`config.mk`:
```
export PLATFORM = sky130hd
export DESIGN_NAME = spi_master
export DESIGN_NICKNAME = d
export VERILOG_FILES = /design/src/rtl/spi_master_pkg.sv /design/src/rtl/spi_master_tick_counter.sv /design/src/rtl/spi_master.sv
export SDC_FILE = /design/constraint.sdc
export NUM_CORES = 1
export LEC_CHECK = 0
export BUFFER_PORTS_ARGS = -buffer_cell sky130_fd_sc_hd__buf_2
export CAP_MARGIN = 20
export CELL_PAD_IN_SITES_DETAIL_PLACEMENT = 0
export CELL_PAD_IN_SITES_GLOBAL_PLACEMENT = 1
export CORE_ASPECT_RATIO = 2
export CORE_UTILIZATION = 30
export CTS_CLUSTER_SIZE = 25
export DETAILED_ROUTE_END_ITERATION = 12
export GPL_ROUTABILITY_DRIVEN = 0
export PLACE_DENSITY_LB_ADDON = 0.05
export SETUP_SLACK_MARGIN = 0.3
export SLEW_MARGIN = 40
export SYNTH_ARGS = -nofsm -noshare
export SYNTH_HDL_FRONTEND = slang
export SYNTH_SLANG_ARGS = --single-unit
```
`constraint.sdc`:
```
create_clock -name clk_in -period 3.3 [get_ports clk_in]
set_input_delay 0.66 -clock clk_in [delete_from_list [all_inputs] [get_ports clk_in]]
set_output_delay 0.66 -clock clk_in [all_outputs]
set_load 0.03 [all_outputs]
```
`src/rtl/spi_master_pkg.sv`:
```
// rtl/spi_master_pkg.sv - shared state encodings, SPI mode and default timing for spi_master
package spi_master_pkg;

    localparam logic [2:0] ST_IDLE  = 3'd0;
    localparam logic [2:0] ST_SETUP = 3'd1;
    localparam logic [2:0] ST_LOW   = 3'd2;
    localparam logic [2:0] ST_HIGH  = 3'd3;
    localparam logic [2:0] ST_HOLD  = 3'd4;
    localparam logic [2:0] ST_GAP   = 3'd5;

    localparam int SPI_MODE     = 3;
    localparam int DEF_CLK_DIV  = 4;
    localparam int DEF_CS_SETUP = 2;
    localparam int DEF_CS_HOLD  = 2;
    localparam int DEF_CS_GAP   = 4;
    localparam int TICK_W       = 16;

endpackage

```
`src/rtl/spi_master_tick_counter.sv`:
```
// rtl/spi_master_tick_counter.sv - per-state down-counter; done is high on the last cycle of a state
module spi_tick_counter
    import spi_master_pkg::*;
(
    input  logic              clk_in,
    input  logic              nrst,
    input  logic              load,
    input  logic [TICK_W-1:0] len,
    output logic              done
);

    localparam logic [TICK_W-1:0] ONE = TICK_W'(1);

    logic [TICK_W-1:0] cnt;

    // Loaded with len-1 on the edge that enters a state, so done marks that state's exit edge.
    always_ff @(posedge clk_in or negedge nrst) begin
        if (!nrst) begin
            cnt <= '0;
        end else if (load) begin
            cnt <= len - ONE;
        end else if (cnt != '0) begin
            cnt <= cnt - ONE;
        end
    end

    assign done = (cnt == '0);

endmodule

```
`src/rtl/spi_master.sv`:
```
// rtl/spi_master.sv - mode-3 MSB-first SPI master, 1..32 bit frames; SPI_LOOPBACK_EN ties internal sdi to spi_sdo
module spi_master
    import spi_master_pkg::*;
#(
    parameter int CLK_DIV  = DEF_CLK_DIV,
    parameter int CS_SETUP = DEF_CS_SETUP,
    parameter int CS_HOLD  = DEF_CS_HOLD,
    parameter int CS_GAP   = DEF_CS_GAP
) (
    input  logic        clk_in,
    input  logic        nrst,
    input  logic [31:0] spi_mosi_data,
    input  logic [4:0]  spi_nbits,
    input  logic        spi_request,
    output logic        spi_ready,
    output logic [31:0] spi_miso_data,
    output logic        spi_csn,
    output logic        spi_sck,
    output logic        spi_sdo,
    input  logic        spi_sdi
);

    logic [2:0]        state;
    logic [2:0]        state_nxt;
    logic [31:0]       tx;
    logic [31:0]       rx;
    logic [4:0]        bitcnt;
    logic              sdi;
    logic              tick_load;
    logic [TICK_W-1:0] tick_len;
    logic              tick_done;

`ifdef SPI_LOOPBACK_EN
    logic unused_sdi;
    assign unused_sdi = spi_sdi;
    assign sdi        = spi_sdo;
`else
    assign sdi = spi_sdi;
`endif

    always_comb begin
        state_nxt = state;
        case (state)
            ST_IDLE:  if (spi_request) state_nxt = ST_SETUP;
            ST_SETUP: if (tick_done)   state_nxt = ST_LOW;
            ST_LOW:   if (tick_done)   state_nxt = ST_HIGH;
            ST_HIGH:  if (tick_done)   state_nxt = (bitcnt == 5'd0) ? ST_HOLD : ST_LOW;
            ST_HOLD:  if (tick_done)   state_nxt = ST_GAP;
            ST_GAP:   if (tick_done)   state_nxt = ST_IDLE;
            default:                   state_nxt = ST_IDLE;
        endcase
    end

    always_comb begin
        tick_load = (state_nxt != state);
        case (state_nxt)
            ST_SETUP:        tick_len = TICK_W'(CS_SETUP);
            ST_LOW, ST_HIGH: tick_len = TICK_W'(CLK_DIV);
            ST_HOLD:         tick_len = TICK_W'(CS_HOLD);
            ST_GAP:          tick_len = TICK_W'(CS_GAP);
            default:         tick_len = TICK_W'(1);
        endcase
    end

    spi_tick_counter u_tick (
        .clk_in (clk_in),
        .nrst   (nrst),
        .load   (tick_load),
        .len    (tick_len),
        .done   (tick_done)
    );

    always_ff @(posedge clk_in or negedge nrst) begin
        if (!nrst) begin
            state         <= ST_IDLE;
            spi_ready     <= 1'b1;
            spi_miso_data <= '0;
            spi_csn       <= 1'b1;
            spi_sck       <= 1'b1;
            spi_sdo       <= 1'b0;
            tx            <= '0;
            rx            <= '0;
            bitcnt        <= '0;
        end else begin
            state <= state_nxt;
            case (state)
                ST_IDLE: begin
                    if (spi_request) begin
                        tx        <= spi_mosi_data;
                        bitcnt    <= spi_nbits;
                        rx        <= '0;
                        spi_ready <= 1'b0;
                        spi_csn   <= 1'b0;
                        spi_sdo   <= spi_mosi_data[spi_nbits];
                    end
                end
                ST_SETUP: begin
                    spi_sdo <= tx[bitcnt];
                    if (tick_done) spi_sck <= 1'b0;
                end
                ST_LOW: begin
                    if (tick_done) begin
                        spi_sck <= 1'b1;
                        rx      <= {rx[30:0], sdi};
                    end
                end
                ST_HIGH: begin
                    // MOSI moves only together with the SCK falling edge.
                    if (tick_done && bitcnt != 5'd0) begin
                        bitcnt  <= bitcnt - 5'd1;
                        spi_sck <= 1'b0;
                        spi_sdo <= tx[bitcnt - 5'd1];
                    end
                end
                ST_HOLD: begin
                    if (tick_done) begin
                        spi_csn       <= 1'b1;
                        spi_miso_data <= rx;
                    end
                end
                ST_GAP: begin
                    if (tick_done) spi_ready <= 1'b1;
                end
                default: ;
            endcase
        end
    end

endmodule

```
==> impl_metrics.ini <==
[run_status]
status = completed

[sta]
final-setup-viol-count = 0
hold_viol = 0
period_share_pct = 79.89
rsz0062_at_grt = false
max_clock_freq_mhz = 379.3
max-slew-margin-rel_pct = 57.49
slew_viol_final = 0
timing.setup.tns_ns = 0
skew_ns = 0.008470
fin_crit_ns = 2.636
worstMarginPinSlew_ns = 0.6377

[drt]
drtIter0Drc = 150
wl_per_cell_um = 17.00
via_per_inst = 4.924
dr_total_vias = 4693
ant_nets = 0
wirelength_um = 16200
drc = 0
dr.pass1.iters = 5

[die]
die_area_mm2 = 0.02118
coreArea_mm2 = 0.02000
row_count = 73
fp.dieW_um = 103.4
die_y_um = 204.8
start_util_pct = 30.84
pin_count = 77

[worst_setup_path]
crit_required_ns = 3.61
critPathBufInv = 2
slowest_delay_ns = 0.49
worstSetupEndpointType = flip-flop
cp-start-kind = flip-flop
crit-reg2reg-launch = u_tick.cnt[0]
cp_max_fo = 33
cp_top_family = simple AND/OR/NAND/NOR gates
crit_arrival_ns = 2.94
path_class = flip-flop to flip-flop
path_cells = inv_1, ha_1, nor4b_1, and3_1, nand2_4, nor3_4, buf_12, mux2_2
crit_slowest_cell = nor4b_1
crit_start = u_tick.cnt[0]

[cells_and_area]
final_area_mm2 = 0.007416
nNetsFinal = 723
final_common_cell = nand2_1
area_delta_synth_final_pct = 20.20
drive_gt1_share_pct = 26.05
mostFrequentLayoutCells = nand2_1, dfrtp_1, buf_2, o21ai_0, nor2_1
num_antenna_cells = 0

[power]
leakagePower_nw = 3.552
vdd_drop_max_mv = 0.3436
power_density_mw_per_mm2 = 847.7
p_total_mw = 6.287

[synth]
synthTopCellsByArea = dfrtp_1, nand2_1, mux4_2
synth-seq-cells = 124
ys_warn_count = 0
ys_types = 57
synth-edff-count = 0
synth.cell_area_mm2 = 0.006170
synth_top_area_share_pct = 49.08
synth_top_area_cell = dfrtp_1
synth_cells = 611
synthArstFlopShare_pct = 100.0
avgSynthCellArea_um2 = 10.10
synth_ff_type = dfrtp_1
syn_nets = 656
yosysSeqAreaShare_pct = 50.35

[clock_tree]
clk_latency_ns = 0.42
cts_tree = built
cts_made_buffers = 17
cts_setup_buffers = 0
clk_path_buf_depth = 2
cts_resized = 0
clkSinkCount = 124
root_buffer = clkbuf_16
cts_hold_buf = 0
cts_max_level = 4
cts.clk_slew.worst_paths_ns = 0.06

[global_routing]
grtUsageMet2_pct = 31.79
grt_first_pass_wirelength_um = 26430
first_global_vias = 4948
use_met3_pct = 3.241
gr-usage-met1_pct = 17.39
grt_busiest_layer = met2
antenna_found_initial = 0
grt_max_degree = 65
grt_usage_pct = 16.97
grt_overflow = 0

[worst_hold_path]
hold_class = input pin to asynchronous set/reset pin

[place]
placed_area_mm2 = 0.006825
io_buffers = 76
dp_hpwl_um = 11590

[run]
max_cap_viol_count = 0
sequential cells by signal, indices dropped and copies added, names as in the netlist, 3 cells and up:
| name | cells |
|---|---|
| state | 3 |
| spi_miso_data | 32 |
| tx | 32 |
| u_tick.cnt | 16 |
| bitcnt | 5 |
| rx | 32 |
report_power, final:
group	switching (mW)	internal, mW	leakage (nW)
Clock	0.721	1.14	0.283
Sequential	0.482	2.00	1.63
Combinational	1.04	0.906	1.64
final timing paths:
| check | cells past startpoint | slack, ns | end |
|---|---|---|---|
| worst max-delay path | 8 | 0.66 | spi_miso_data[7] |
| worst min-delay path | 1 | 0.25 | rx[16] |
| worst max register to register | 8 | 0.66 | spi_miso_data[7] |
| worst min register to register | 2 | 0.47 | spi_ready |
| max in group asynchronous | 2 | 2.25 | spi_ready |
| min in group clk_in | 3 | 0.44 | tx[14] |
cells in the mapped netlist (2+ instances only):
| cell type | n |
|---|---|
| a21oi_1 | 19 |
| a31oi_1 | 4 |
| and2_1 | 3 |
| and3_1 | 3 |
| and4_1 | 2 |
| buf_1 | 2 |
| buf_2 | 10 |
| buf_4 | 2 |
| buf_6 | 3 |
| clkbuf_1 | 20 |
| clkbuf_2 | 2 |
| dfrtp_1 | 121 |
| dfstp_2 | 3 |
| ha_1 | 4 |
| inv_1 | 8 |
| mux2_1 | 9 |
| mux2_2 | 27 |
| mux2i_1 | 13 |
| mux4_2 | 20 |
| nand2_1 | 175 |
| nand3_1 | 10 |
| nand3b_1 | 7 |
| nand4_1 | 3 |
| nor2_1 | 35 |
| nor2b_1 | 3 |
| nor3_1 | 12 |
| nor4_1 | 3 |
| nor4b_1 | 2 |
| o21ai_0 | 44 |
| or3_1 | 3 |
| or4b_2 | 2 |
| xnor2_1 | 7 |
| xor2_1 | 6 |
metal layers:
layer	wire, um	vias up
met5	0	-
met4	451	0
met3	489	26
met2	9256	91
met1	6002	2333
li1	-	2243
final cells by class:
| type | instances | area [um^2] |
|---|---|---|
| sequential | 124 | 3107 |
| tap | 262 | 327.8 |
| timing repair buffer | 87 | 515.5 |
| multi-input combinational | 440 | 2849 |
| inverter | 8 | 30.03 |
| fill | 2070 | 12590 |
| clock inverter | 12 | 140.1 |
| clock buffer | 20 | 446.7 |
metrics by stage:
stage / util, % / hold WS [ns] / worst slack (ns) / std cells
CTS: 37.06 / 0.2697 / 0.6185 / 953
detailed placement: 34.12 / 0.4708 / 0.6330 / 921
global route: 37.07 / 0.3017 / 0.3645 / 953
finish: 37.07 / 0.2541 / 0.6636 / 953
floorplan: - / 0.3644 / 0.8299 / 611
global placement: 34.12 / 0.4633 / 0.7396 / 921
kinds of logic (layout without fill, tap and decap cells):
kind of cell,Yosys count,in the layout,share of synthesized area (%)
compound gates,83,83,7.788
xor+xnor,13,13,1.845
fa+ha+maj,5,5,0.9735
buf+inv,47,127,3.589
flops,124,124,50.35
mux,69,69,15.98
simple gates,270,270,19.47
(Power assumes the default switching activity.)
